## src/rtl/kvaz_mem_port.sv

```systemverilog
// CPU-side memory port: latches one strobed byte access as {page, cpu_addr} and runs it
// over a req/ack handshake, holding cpu_ready low until ack or timeout.
module kvaz_mem_port #(
    parameter int unsigned TIMEOUT      = 255,
    parameter logic [7:0]  TIMEOUT_DATA = 8'hFF
) (
    input  logic        clk,
    input  logic        reset,
    input  logic [15:0] cpu_addr,
    input  logic [7:0]  cpu_wdata,
    input  logic        cpu_memrd,
    input  logic        cpu_memwr,
    input  logic [2:0]  bigram_addr,
    output logic        cpu_ready,
    output logic [7:0]  cpu_rd_data,
    output logic        mem_req,
    output logic        mem_we,
    output logic [18:0] mem_addr,
    output logic [7:0]  mem_wdata,
    input  logic        mem_ack,
    input  logic [7:0]  mem_rdata,
    output logic        err_timeout
);

    localparam logic [1:0] S_IDLE = 2'd0;
    localparam logic [1:0] S_REQ  = 2'd1;
    localparam logic [1:0] S_HOLD = 2'd2;

    // Counter value seen in the last REQ cycle before the abort fires.
    localparam logic [7:0] CNT_LAST = 8'(TIMEOUT - 1);

    logic [1:0]  state_q, state_d;
    logic [7:0]  cnt_q, cnt_d;
    logic        req_q, req_d;
    logic        we_q, we_d;
    logic [18:0] addr_q, addr_d;
    logic [7:0]  wdata_q, wdata_d;
    logic        ready_q, ready_d;
    logic [7:0]  rdata_q, rdata_d;
    logic        err_q, err_d;

    always_comb begin
        state_d = state_q;
        cnt_d   = cnt_q;
        req_d   = req_q;
        we_d    = we_q;
        addr_d  = addr_q;
        wdata_d = wdata_q;
        ready_d = ready_q;
        rdata_d = rdata_q;
        err_d   = err_q;

        case (state_q)
            S_IDLE: begin
                if (cpu_memrd || cpu_memwr) begin
                    addr_d  = {bigram_addr, cpu_addr};
                    wdata_d = cpu_wdata;
                    we_d    = cpu_memwr;
                    req_d   = 1'b1;
                    ready_d = 1'b0;
                    cnt_d   = '0;
                    state_d = S_REQ;
                end
            end
            S_REQ: begin
                cnt_d = cnt_q + 8'd1;
                // Ack wins over a timeout landing in the same cycle.
                if (mem_ack) begin
                    if (!we_q) begin
                        rdata_d = mem_rdata;
                    end
                    req_d   = 1'b0;
                    ready_d = 1'b1;
                    state_d = S_HOLD;
                end else if (cnt_q == CNT_LAST) begin
                    if (!we_q) begin
                        rdata_d = TIMEOUT_DATA;
                    end
                    req_d   = 1'b0;
                    ready_d = 1'b1;
                    err_d   = 1'b1;
                    state_d = S_HOLD;
                end
            end
            S_HOLD: begin
                if (!cpu_memrd && !cpu_memwr) begin
                    state_d = S_IDLE;
                end
            end
            default: begin
                state_d = S_IDLE;
            end
        endcase
    end

    always_ff @(posedge clk) begin
        if (reset) begin
            state_q <= S_IDLE;
            cnt_q   <= '0;
            req_q   <= 1'b0;
            we_q    <= 1'b0;
            addr_q  <= '0;
            wdata_q <= '0;
            ready_q <= 1'b1;
            rdata_q <= '0;
            err_q   <= 1'b0;
        end else begin
            state_q <= state_d;
            cnt_q   <= cnt_d;
            req_q   <= req_d;
            we_q    <= we_d;
            addr_q  <= addr_d;
            wdata_q <= wdata_d;
            ready_q <= ready_d;
            rdata_q <= rdata_d;
            err_q   <= err_d;
        end
    end

    assign cpu_ready   = ready_q;
    assign cpu_rd_data = rdata_q;
    assign mem_req     = req_q;
    assign mem_we      = we_q;
    assign mem_addr    = addr_q;
    assign mem_wdata   = wdata_q;
    assign err_timeout = err_q;

endmodule

```

## config.mk

```make
export PLATFORM = sky130hd
export DESIGN_NAME = kvaz_mem_port
export DESIGN_NICKNAME = d
export VERILOG_FILES = /design/src/rtl/kvaz_mem_port.sv
export SDC_FILE = /design/constraint.sdc
export NUM_CORES = 1
export LEC_CHECK = 0
export CELL_PAD_IN_SITES_DETAIL_PLACEMENT = 1
export CELL_PAD_IN_SITES_GLOBAL_PLACEMENT = 1
export CORE_MARGIN = 3
export CORE_UTILIZATION = 28
export DETAILED_ROUTE_END_ITERATION = 6
export MAX_ROUTING_LAYER = met4
export PLACE_DENSITY_LB_ADDON = 0.12
export SYNTH_ARGS = -nofsm -noshare
export SYNTH_HDL_FRONTEND = slang
export SYNTH_SLANG_ARGS = --single-unit
```

## constraint.sdc

```tcl
create_clock -name clk -period 1.2 [get_ports clk]
set_input_delay 0.24 -clock clk [delete_from_list [all_inputs] [get_ports clk]]
set_output_delay 0.24 -clock clk [all_outputs]
set_load 0.01 [all_outputs]
```

==> reports/metrics.cfg, run 1 <==
[sta]
clock_tree_skew_after_final_layout_ns = 0.00471
setup_viol = 49
finalWorstSetupSlack_ns = -0.138
max-slew-margin-rel_pct = 81.3
fmaxAchievable_ghz = 0.747
grt_setup_unrepaired = yes
final-hold-violation-count = 0
number_of_slew_limit_violations_in_the_final_report = 0
final_min_period_over_clock_period_pct = 111
max_slew.worst_pin.slew_ns = 0.280
hold_ws_ns = 0.263
finalCriticalPeriod_ns = 1.34

[logic_synthesis]
number_of_enable_flip_flop_cells_after_synthesis = 0
synth.area.top_cells = sky130_fd_sc_hd__dfxtp_1 47%, sky130_fd_sc_hd__a21oi_1 8.4%, sky130_fd_sc_hd__nand3_1 7.0%
yosysWarnings = 0
synth_largest_area_cell = sky130_fd_sc_hd__dfxtp_1
synthSimpleGateAreaFrac_pct = 17.5
post_synth_fa_ha_maj_area_fraction_pct = 1.20
synthTopCellsByCount = 49 x sky130_fd_sc_hd__dfxtp_1, 35 x sky130_fd_sc_hd__a21oi_1, 29 x sky130_fd_sc_hd__nand3_1, 23 x sky130_fd_sc_hd__o21ai_0
synth-compound-area-share_pct = 26.3
synth_flop_cell = sky130_fd_sc_hd__dfxtp_1
main_combinational_cell_family_by_area_after_synthesis = compound AO/OA/AOI/OAI gates
synthMuxAreaShare_pct = 0.542
synth.ff_latch_count = 49
synth_seq_area_share_pct = 47.2
avgSynthCellArea_um2 = 8.62
synth_async_sr_flop_share_pct = 0
ys_types = 36
mappedNetlistNets = 283
synth.most_common_cell = sky130_fd_sc_hd__dfxtp_1
synth-xor-area-share_pct = 0.422
post_synth_inst_count = 241
synth_area_mm2 = 0.00208
synth_top_area_share_pct = 47.2

[route]
met1Wirelength_um = 3070
met3WireLength_um = 298
drt.antenna.violating_nets = 0
wl_met2_um = 3110
postRouteWirelength_um = 6530
dr.pass1.iters = 4
drc_errors_left = 0
detail_route.vias_per_cell = 4.90
route.top_layer_used = met4
dr_total_vias = 2150
routedWlPerCell_um = 14.9
drtIter0Drc = 50

[clock_network]
cts-buffers-inserted = 5
cts-root-to-sink-buffers = 2
path_clk_slew_ns = 0.09
htreeDepth = 2
root_buffer = sky130_fd_sc_hd__clkbuf_8
clk-insertion-delay-late_ns = 0.30
cts_tree = built
tritoncts_num_sinks = 49

[floorplan]
die_height_um = 92.1
placeableCoreArea_mm2 = 0.00698
num_io_pins = 79
die_outline_area_mm2 = 0.00849
initial_utilization_pct = 29.7
die_width_um = 92.1
rows = 30

[power_and_ir_drop]
leakage_nw = 1.33
final_total_power_mw = 3.89
power_density_mw_per_mm2 = 1160
peakVddDrop_v = 0.000576

[placement]
buffers_on_ports = 78
gp_congestion = 0.782
place_ws_ns = -0.347
hpwlAfterDp_um = 4670
detailed_place.area_mm2 = 0.00320

[finish]
antenna-diode-count = 0
finalNetCount = 384
layout-drive-gt1-share_pct = 24.2
layout.core_utilization_pct = 47.8
cell_area_after_layout_mm2 = 0.00334
area.growth.synth_to_final_pct = 60.8
fillerInstances = 848

[global_route]
gr-usage-all-layers_pct = 16.1
grt_pass1_vias = 2154
antenna_found_initial = 0
grt_overflow_total = 0
grt_start_max_net_pins = 26
wire_length_of_the_first_global_routing_pass_um = 10900

[flow_run]
maxCapViolCount = 0

[min_path]
timing.hold.worst_path_depth = 2
hp-class = input port to register

[outcome]
run_status = complete, but fails checks
failed_checks = negative setup slack

[setup_path]
slowest_stage_cell_on_the_critical_path = sky130_fd_sc_hd__dfxtp_2
list_of_cells_traversed_by_the_critical_path = inv_2, ha_4, nand2_4, o31a_4, buf_4, a211oi_2
slowest_delay_ns = 0.35
timing.critical_path.from_type = register
timing_worst_setup_path_type = register to register
worst_ep_required_time_ns = 1.43
worstPathMaxFanout = 8
critPathCaptureType = register
data_arrival_time_of_the_critical_path_ns = 1.56
r2r.worst_path.cells = 6

power by group:
group          internal (mW)  switching, mW
Clock                  0.406          0.557
Sequential              1.76         0.0871
Combinational          0.558          0.522
cell usage in the layout, fill, tap and decap left out, drive strengths merged, types with 3 or more instances in the layout:
cell type / n
buf: 38
nor3: 3
nand3: 29
nand2b: 3
dfxtp: 49
nor2: 6
clkbuf: 10
a211oi: 8
or3: 5
o221ai: 3
dlygate4sd2: 14
clkdlybuf4s50: 38
clkdlybuf4s15: 20
a21oi: 35
inv: 14
o22ai: 8
nand2: 6
o21ai: 30
layout make-up:
class | count | area [µm²] | area share (%)
Clock inverter | 2 | 10.0 | 0.300
Inverter | 14 | 52.6 | 1.57
Multi-Input combinational cell | 158 | 1040 | 31.0
Clock buffer | 6 | 72.6 | 2.17
Sequential cell | 49 | 1000 | 30.0
Tap cell | 96 | 120 | 3.60
Timing Repair Buffer | 114 | 1050 | 31.4
repair_timing:
action | in CTS | in global routing
endpoints found under the setup margin | 88 | 73
resized for setup | 60 | 35
buffers inserted | 2 | 1
cloned | 1 | 0
pin swaps | 2 | 6
hold buffers | 0 | 0
flip-flops by register name (all words and copies together), names as in the netlist:
register,count
err_timeout,1
mem_addr,19
cnt_q,8
cpu_ready,1
cpu_rd_data,8
state_q,2
mem_req,1
mem_we,1
mem_wdata,8
worst max-delay path: cells and delay by family, from the launching register on:
family                   cells  cell delay [ns]
buffers and inverters        2             0.24
AO/OA/AOI/OAI                2             0.49
AND/OR/NAND/NOR              1             0.05
adder cells (fa/ha/maj)      1             0.14
flip-flops                   1             0.35
final timing paths:
path / startpoint / end / slack, ns
worst min-delay path: reset / err_timeout / 0.26
worst max-delay path: cnt_q[0] / cpu_rd_data[1] / -0.14
worst max register to register: cnt_q[0] / cpu_rd_data[1] / -0.14
worst min register to register: mem_wdata[3] / mem_wdata[3] / 0.47
cells by family after synthesis:
family / Yosys count
AO/OA/AOI/OAI: 91
AND/OR/NAND/NOR: 63
flip-flops: 49
buffers and inverters: 34
adder cells (fa/ha/maj): 2
XOR/XNOR: 1
multiplexers: 1
through the flow:
step / std cells / setup TNS, ns
2_1_floorplan: 241 / -0.557
3_3_place_gp: 427 / -13.44
3_5_place_dp: 427 / -14.09
4_1_cts: 438 / -2.58
5_1_grt: 439 / -6.23
6_report: 439 / -2.94
metal layers:
metal / GRT usage, % / vias up
met2: 25.3 / 50
met4: 4.33 / 0
met3: 3.45 / 4
li1: - / 1071
met1: 21.0 / 1025
met5: - / -
Note: power is estimated with default switching activity, not from simulation.
==> run 2: changes to the inputs <==
- ABC_CLOCK_PERIOD_IN_PS: unset -> 1700
- CELL_PAD_IN_SITES_DETAIL_PLACEMENT: 1 -> 0
- CORE_UTILIZATION: 28 -> 34
- clock period: 1.2 -> 1.7 ns (I/O delays scaled with it)
==> run 2 against run 1 <==
Effect of this change: the run now ends clean; first-iteration DRC count increased by 80%; total power decreased by 31%; flip-flop and latch count unchanged; highest routed layer unchanged; clock-buffer cell count unchanged; register-to-register slack improved by 0.36 ns; clock power decreased by 26%; setup slack improved by 0.18 ns; cell count decreased by 11%; die area decreased by 17%.
==> reports/metrics.cfg, run 2 (synthesis gave the netlist of run 1 again) <==
[outcome]
run_status = completed

[route]
drtIter0Drc = 90  ; +80%
dr_total_vias = 1992  ; -7.3%
detail_route.vias_per_cell = 5.12  ; +4.6%
routedWlPerCell_um = 14.2  ; -4.4%
drt.antenna.violating_nets = 0  ; unchanged
drc_errors_left = 0  ; unchanged
postRouteWirelength_um = 5530  ; -15%
dr.pass1.iters = 4  ; unchanged

[placement]
cell_count_after_placement = 381  ; -11%
buffers_on_ports = 78  ; unchanged
hpwlAfterDp_um = 3790  ; -19%
gp_congestion = 0.749  ; -4.1%

[finish]
area.growth.synth_to_final_pct = 47.1
layout.core_utilization_pct = 53.5  ; +5.7 points
antenna-diode-count = 0  ; unchanged
largest_register_ffs = 19  ; unchanged
finalNetCount = 358  ; -6.8%
layout-drive-gt1-share_pct = 9.15  ; -15 points
most_frequent_cells_in_the_layout = 77 x sky130_fd_sc_hd__clkdlybuf4s50_1, 49 x sky130_fd_sc_hd__dfxtp_1, 35 x sky130_fd_sc_hd__a21oi_1, 29 x sky130_fd_sc_hd__nand3_1, 23 x sky130_fd_sc_hd__o21ai_0
most_common_cell_after_layout_fill_and_taps_aside = sky130_fd_sc_hd__clkdlybuf4s50_1
final_cell_count_no_fill = 389  ; -11%

[clock_network]
postCtsSetupBuffers = 0  ; -2
ctsResizeCount = 0  ; -100%
cts_tree = built
clk-insertion-delay-late_ns = 0.30  ; about the same
cts-buffers-inserted = 5  ; unchanged
htreeDepth = 2  ; unchanged
path_clk_slew_ns = 0.09  ; about the same
post_cts_hold_buffer_count = 0  ; unchanged
root_buffer = sky130_fd_sc_hd__clkbuf_8
tritoncts_num_sinks = 49  ; unchanged
cts-root-to-sink-buffers = 2  ; unchanged

[setup_path]
timing.critical_path.from_type = register
worstPathMaxFanout = 4  ; -4
path_buf_inv = 1  ; -1
worst_r2r_startpoint = state_q[0]
slowest_stage_cell_on_the_critical_path = sky130_fd_sc_hd__clkdlybuf4s50_1
cp_top_family = buffers and inverters
critPathCaptureType = primary output
setup.worst_path.start = mem_we
data_arrival_time_of_the_critical_path_ns = 1.31  ; -0.25 ns
timing_worst_setup_path_type = register to primary output
list_of_cells_traversed_by_the_critical_path = clkdlybuf4s50_1
worst_ep_required_time_ns = 1.36  ; -0.07 ns
slowest_delay_ns = 0.59  ; +0.24 ns

[global_route]
grt_start_max_net_pins = 29  ; +12%
grt_pass1_vias = 2023  ; -6.1%
antenna_found_initial = 0  ; unchanged
gr-usage-all-layers_pct = 16.7  ; +0.61 points
wire_length_of_the_first_global_routing_pass_um = 9550  ; -12%
grt_overflow_total = 0  ; unchanged

[sta]
max_slew.worst_pin.slew_ns = 0.400  ; +0.120 ns
finalCriticalPeriod_ns = 1.65
number_of_slew_limit_violations_in_the_final_report = 0  ; unchanged
clock_tree_skew_after_final_layout_ns = 0.0102  ; +0.00548 ns
final-hold-violation-count = 0  ; unchanged
setup_viol = 0  ; -100%
final_min_period_over_clock_period_pct = 97.3
fmaxAchievable_ghz = 0.605
grt_setup_unrepaired = no
max-slew-margin-rel_pct = 73.3  ; -8.1 points

[floorplan]
die_width_um = 84.2  ; -8.6%
num_io_pins = 79  ; unchanged
placeableCoreArea_mm2 = 0.00571  ; -18%
initial_utilization_pct = 36.4  ; +6.6 points
die_outline_area_mm2 = 0.00708  ; -17%
die_height_um = 84.2  ; -8.6%
rows = 27  ; -10%

[power_and_ir_drop]
leakage_nw = 1.09  ; -18%
power_density_mw_per_mm2 = 879  ; -25%
peakVddDrop_v = 0.000515  ; -11%

[min_path]
hold_path_startpoint = reset
hp-class = input port to register

[flow_run]
maxCapViolCount = 0  ; unchanged

## run 2: routing by layer
| metal | vias up | part of all wire (%) | wire length, µm | global-route usage (%) |
|---|---|---|---|---|
| met5 | - | 0 | 0 | - |
| met4 | 0 | 0.69 | 38 | 4.39 |
| met3 | 4 | 5.7 | 314 | 4.42 |
| met2 | 60 | 45 | 2510 | 26.7 |
| met1 | 911 | 48 | 2670 | 21.0 |
| li1 | 1017 | - | - | - |
## run 2: power breakdown
part	total, mW	internal, mW	leakage (nW)	switching [mW]
Clock	0.717	0.330	0.0512	0.387
Sequential	1.30	1.24	0.402	0.0587
Combinational	0.669	0.353	0.639	0.315
## run 2: final cells by class
type / instances / area, µm²
clock buffer: 6 / 82.6
clock inverter: 2 / 13.8
fill: 555 / 2650
inverter: 14 / 52.6
multi-input combinational: 158 / 960
sequential: 49 / 981
tap: 72 / 90.1
timing repair buffer: 88 / 876
## run 2: worst register-to-register path, delay by kind of cell, from the launching register on
family | cells | cell delay [ns]
and+or+nand+nor | 2 | 0.53
DFF | 1 | 0.50
muxes | 1 | 0.35
## run 2: path summary, 6_finish.rpt
path | cells past startpoint | slack [ns] | end
worst max-delay path | 1 | 0.05 | mem_we
worst min-delay path | 2 | 0.45 | cnt_q[1]
worst min register to register | 2 | 0.48 | mem_addr[10]
worst max register to register | 3 | 0.22 | cnt_q[7]
## run 2: through the flow
step                      total power, mW  hold slack [ns]  setup slack (ns)  cell area (µm²)  TNS [ns]
after floorplan                      1.65            0.462             0.371             2080         0
after global placement               2.00            0.458            0.0180             2960         0
after detailed placement             2.00            0.468           -0.0580             2960    -0.333
after CTS                            2.72            0.435            0.0362             3060         0
after global routing                 2.84            0.449            0.0186             3060         0
final                                2.69            0.448            0.0466             3060         0
